<file path="src/rtl/div_reconstructor.sv">
// Shift-add dividend rebuilder: product = quo * divisor + rem, plus a legality flag.
// Optional macro DIV_RECON_EARLY_EXIT_EN ends the run once the remaining quotient bits are zero.
module div_reconstructor #(
  parameter int WIDTH = 4
) (
  input  logic                 clk,
  input  logic                 rst,
  input  logic                 start,
  input  logic [WIDTH-1:0]     quo,
  input  logic [WIDTH-1:0]     divisor,
  input  logic [WIDTH-1:0]     rem,
  output logic [2*WIDTH-1:0]   product,
  output logic                 err,
  output logic                 busy,
  output logic                 done
);

  localparam int CNT_W = (WIDTH > 1) ? $clog2(WIDTH) : 1;
  localparam logic [0:0] IDLE = 1'b0;
  localparam logic [0:0] RUN  = 1'b1;

  logic [0:0]         state_q, state_d;
  logic [WIDTH-1:0]   q_sh_q, q_sh_d;
  logic [2*WIDTH-1:0] m_sh_q, m_sh_d;
  logic [2*WIDTH-1:0] acc_q, acc_d;
  logic [CNT_W-1:0]   cnt_q, cnt_d;
  logic               err_n_q, err_n_d;
  logic [2*WIDTH-1:0] product_q, product_d;
  logic               err_q, err_d;
  logic               done_q, done_d;

  logic [2*WIDTH-1:0] acc_sum;
  logic               last_iter;

  always_comb begin
    state_d   = state_q;
    q_sh_d    = q_sh_q;
    m_sh_d    = m_sh_q;
    acc_d     = acc_q;
    cnt_d     = cnt_q;
    err_n_d   = err_n_q;
    product_d = product_q;
    err_d     = err_q;
    done_d    = 1'b0;
    acc_sum   = acc_q;
    last_iter = 1'b0;

    case (state_q)
      IDLE: begin
        if (start) begin
          q_sh_d  = quo;
          m_sh_d  = {{WIDTH{1'b0}}, divisor};
          acc_d   = {{WIDTH{1'b0}}, rem};
          cnt_d   = '0;
          err_n_d = (divisor == '0) || (rem >= divisor);
          state_d = RUN;
        end
      end
      default: begin
        // The sum cannot exceed (2^W-1)^2 + 2^W-1, so 2W bits always suffice.
        acc_sum   = q_sh_q[0] ? (acc_q + m_sh_q) : acc_q;
        acc_d     = acc_sum;
        m_sh_d    = m_sh_q << 1;
        q_sh_d    = q_sh_q >> 1;
        cnt_d     = cnt_q + 1'b1;
        last_iter = (cnt_q == CNT_W'(WIDTH - 1));
`ifdef DIV_RECON_EARLY_EXIT_EN
        if (q_sh_d == '0) begin
          last_iter = 1'b1;
        end
`endif
        if (last_iter) begin
          product_d = acc_sum;
          err_d     = err_n_q;
          done_d    = 1'b1;
          state_d   = IDLE;
        end
      end
    endcase
  end

  always_ff @(posedge clk) begin
    if (rst) begin
      state_q   <= IDLE;
      q_sh_q    <= '0;
      m_sh_q    <= '0;
      acc_q     <= '0;
      cnt_q     <= '0;
      err_n_q   <= 1'b0;
      product_q <= '0;
      err_q     <= 1'b0;
      done_q    <= 1'b0;
    end else begin
      state_q   <= state_d;
      q_sh_q    <= q_sh_d;
      m_sh_q    <= m_sh_d;
      acc_q     <= acc_d;
      cnt_q     <= cnt_d;
      err_n_q   <= err_n_d;
      product_q <= product_d;
      err_q     <= err_d;
      done_q    <= done_d;
    end
  end

  assign product = product_q;
  assign err     = err_q;
  assign done    = done_q;
  assign busy    = (state_q == RUN);

endmodule

</file>
<file path="config.mk">
export PLATFORM = sky130hd
export DESIGN_NAME = div_reconstructor
export DESIGN_NICKNAME = d
export VERILOG_FILES = /design/src/rtl/div_reconstructor.sv
export SDC_FILE = /design/constraint.sdc
export NUM_CORES = 1
export LEC_CHECK = 0
export CAP_MARGIN = 20
export CORE_AREA = 2 2 53 67
export CTS_BUF_LIST = sky130_fd_sc_hd__clkbuf_2 sky130_fd_sc_hd__clkbuf_4 sky130_fd_sc_hd__clkbuf_8
export DETAILED_ROUTE_END_ITERATION = 16
export DIE_AREA = 0 0 55 69
export PLACE_DENSITY_LB_ADDON = 0.12
export SLEW_MARGIN = 25
export SYNTH_ARGS = -nofsm -noshare
export SYNTH_HDL_FRONTEND = slang
export SYNTH_SLANG_ARGS = --single-unit
</file>
<file path="constraint.sdc">
create_clock -name clk -period 3.2 [get_ports clk]
set_input_delay 0.64 -clock clk [delete_from_list [all_inputs] [get_ports clk]]
set_output_delay 0.64 -clock clk [all_outputs]
set_load 0.005 [all_outputs]
</file>
==> impl_metrics.csv <==
group,metric,value,unit
global_route,grt_pass1_vias,1625,
min_path,hold_class,"register to register",
clocking,clock_latency,0.29,ns
synth,ys_top_cells_by_count,"dfxtp_1, nor2_1, a21oi_1",
worst_setup_path,path_buf_inv,1,
sta,hold_ws,0.456,ns
worst_setup_path,max_stage_delay,0.46,ns
drt,viasPerCell,5.89,
drt,drc_errors,0,
synth,synthTopCellsByArea,"dfxtp_1, ha_1, mux2i_1",
synth,syn_area_per_cell,8.73,um^2
floorplan,rows,23,
sta,min_period,2.27,ns
synth,ys_async_sr_fraction,0,%
global_route,gr-total-overflow,0,
synth,synth_top_flop_cell,"dfxtp_1",
worst_setup_path,path_cells,"ha_1, inv_1, fa_1, nor2b_1, o31a_2, o21ai_1, a2111oi_0, or3_1",
synth,synth_nets,239,
drt,ant_nets,0,
synth,yosysWarnings,0,
clocking,postCtsHoldBufs,0,
clocking,clock_path_buffers,2,
floorplan,die_area,3800,um^2
global_route,grt_first_pass_wirelength,7310,um
worst_setup_path,cpLargestDelayFamily,"compound AO/OA/AOI/OAI gates",
placement,io_buffers,25,
synth,netlist_instances,211,
run_status,status,"completed",
sta,drv_slew,0,
worst_setup_path,critical_path_arrival,2.51,ns
layout,syn_to_final_growth,21.2,%
synth,synth-edff-count,0,
floorplan,die_y,69,um
global_route,track_usage,25.6,%
layout,drive_above_1_share,7.98,%
power_and_ir_drop,p_leak,0.894,nW
sta,finalSetupViolCount,0,
run,cap_violations,0,
sta,relSlewSlack,72.2,%
synth,synth_cell_types,44,
global_route,grt_antenna_before_repair,0,
floorplan,die-width,55,um
sta,post-route-period-util,70.8,%
clocking,cts_buffers,5,
drt,wl_per_cell,15.3,um
min_path,hp-start,"product[3]",
clocking,clk_pin_slew,0.07,ns
clocking,postCtsResizedCells,0,
synth,yosysSeqAreaShare,37.0,%
worst_setup_path,cp.required,3.44,ns
worst_setup_path,cp-start-kind,"register",
clocking,post_cts.repair.setup_buffers,0,
placement,postPlaceCellArea,2120,um^2
drt,routed_wl,4210,um
layout,fillerInstances,253,
floorplan,ios,26,
clocking,clk_root_buffer_cell,"clkbuf_8",
layout,n_antenna_cell,0,
synth,synth_area,1840,um^2
drt,firstDrtPassIters,6,
sta,worstMarginPinSlew,0.407,ns
synth,synth_area_leader_cell,"dfxtp_1",
sta,skew,0.00280,ns
power_and_ir_drop,power_density,437,nW/um^2
placement,hpwlAfterDp,3000,um
clocking,cts_tree,"done",
power_and_ir_drop,max-vdd-ir-drop,355,uV
floorplan,start_util,58.2,%
placement,gp_congestion,0.916,
drt,drtIter0Drc,38,
clocking,htreeDepth,2,
worst_setup_path,r2r-end,"product[6]",
synth,netlist.area_leader.share,37.0,%
clocking,numClockSinks,34,
layout,final_nets,265,
worst_setup_path,criticalPathCategory,"register to register",
worst_setup_path,rr_startpoint,"m_sh_q[0]",
worst_setup_path,ff2ff_path_depth,8,
min_path,min_path_cells,2,
worst_setup_path,cp_max_fo,4,
floorplan,core,3170,um^2
min_path,hold_path_end,"product[3]",
global_route,grt_max_degree,27,
worst_setup_path,worst_setup_path_end_kind,"register",
worst_setup_path,crit_start,"m_sh_q[0]",
sta,fmax,0.441,GHz
drt,vias,1619,
synth,yosysMostFrequentCell,"dfxtp_1",
sta,tns,0,ns
sta,hold_violations,0,
synth,ys_ff_latch,34,
worst_setup_path,worst_path_max_delay_cell,"a2111oi_0",
worst_setup_path,reg2reg_setup_slack,0.93,ns
sta,rsz0062_at_grt,"false",
layout,fin_area,2230,um^2
## cells by family after synthesis
| logic type | share of synthesized area [%] |
|---|---|
| XOR/XNOR | 1.43 |
| buffers and inverters | 5.30 |
| adder cells (fa/ha/maj) | 9.24 |
| AO/OA/AOI/OAI | 20.6 |
| flip-flops | 37.0 |
| AND/OR/NAND/NOR | 19.4 |
| multiplexers | 7.06 |
## worst max path at each step
stage | to | slack, ns | cells after the start
3_5_place_dp | product[6] | 1.04 | 5
3_3_place_gp | product[6] | 1.08 | 5
5_1_grt | acc_q[6] | 0.88 | 8
4_1_cts | product[6] | 1.01 | 8
6_report | product[6] | 0.93 | 8
2_1_floorplan | product[6] | 1.28 | 8
## routing by layer
layer,GRT usage (%),vias to the layer above,wire (um)
met5,0,-,0
met4,10.3,0,46
met3,5.41,6,149
met2,41.4,36,2200
met1,31.9,768,1820
li1,-,809,-
## cell type report
type,count,area [um^2],area share (%)
clock buffer,5,68.8,3.08
clock inverter,3,40.0,1.79
inverter,10,37.5,1.68
multi-input combinational,155,1060,47.6
sequential,34,681,30.5
tap,37,46.3,2.07
timing repair buffer,31,295,13.2
## tightest hold or removal path, stage by stage (launching register included)
cell	delay (ns)
dfxtp_1	0.33
nand2_1	0.04
o21ai_0	0.05
## sequential cells by signal (all words and copies together), names as in the netlist
register,cells
acc_q,8
busy,1
cnt_q,2
done,1
err,1
err_n_q,1
m_sh_q,8
product,8
q_sh_q,4
## where the power goes
group	switching, mW	internal, mW
registers	0.0116	0.438
clock network	0.161	0.229
logic	0.0734	0.0618
total	0.246	0.728
## metrics by stage
| step | util [%] | total power [mW] | cells | setup slack, ns |
|---|---|---|---|---|
| after floorplan | - | 0.544 | 211 | 1.28 |
| after global placement | 67.1 | 0.584 | 267 | 1.08 |
| after detailed placement | 67.1 | 0.590 | 267 | 1.04 |
| after CTS | 70.5 | 0.977 | 275 | 1.01 |
| after global routing | 70.5 | 1.02 | 275 | 0.878 |
| final | 70.5 | 0.975 | 275 | 0.934 |
## cell usage in the layout, fill, tap and decap left out, drive strengths merged, types with 3 or more instances in the layout
cell           Yosys  final
buf                7      6
nand2b             4      4
clkdlybuf4s50      0     25
nor3               6      6
o21ai             12     12
inv               10     10
a21oi             17     17
a32oi              3      3
nand2             13     13
nor2              25     25
nor3b              6      6
clkbuf             5      5
dfxtp             34     34
ha                12     12
mux2i             13     13
nor2b              7      7
a211oi             8      8
nor4               4      4
Note: power is estimated with default switching activity, not from simulation.
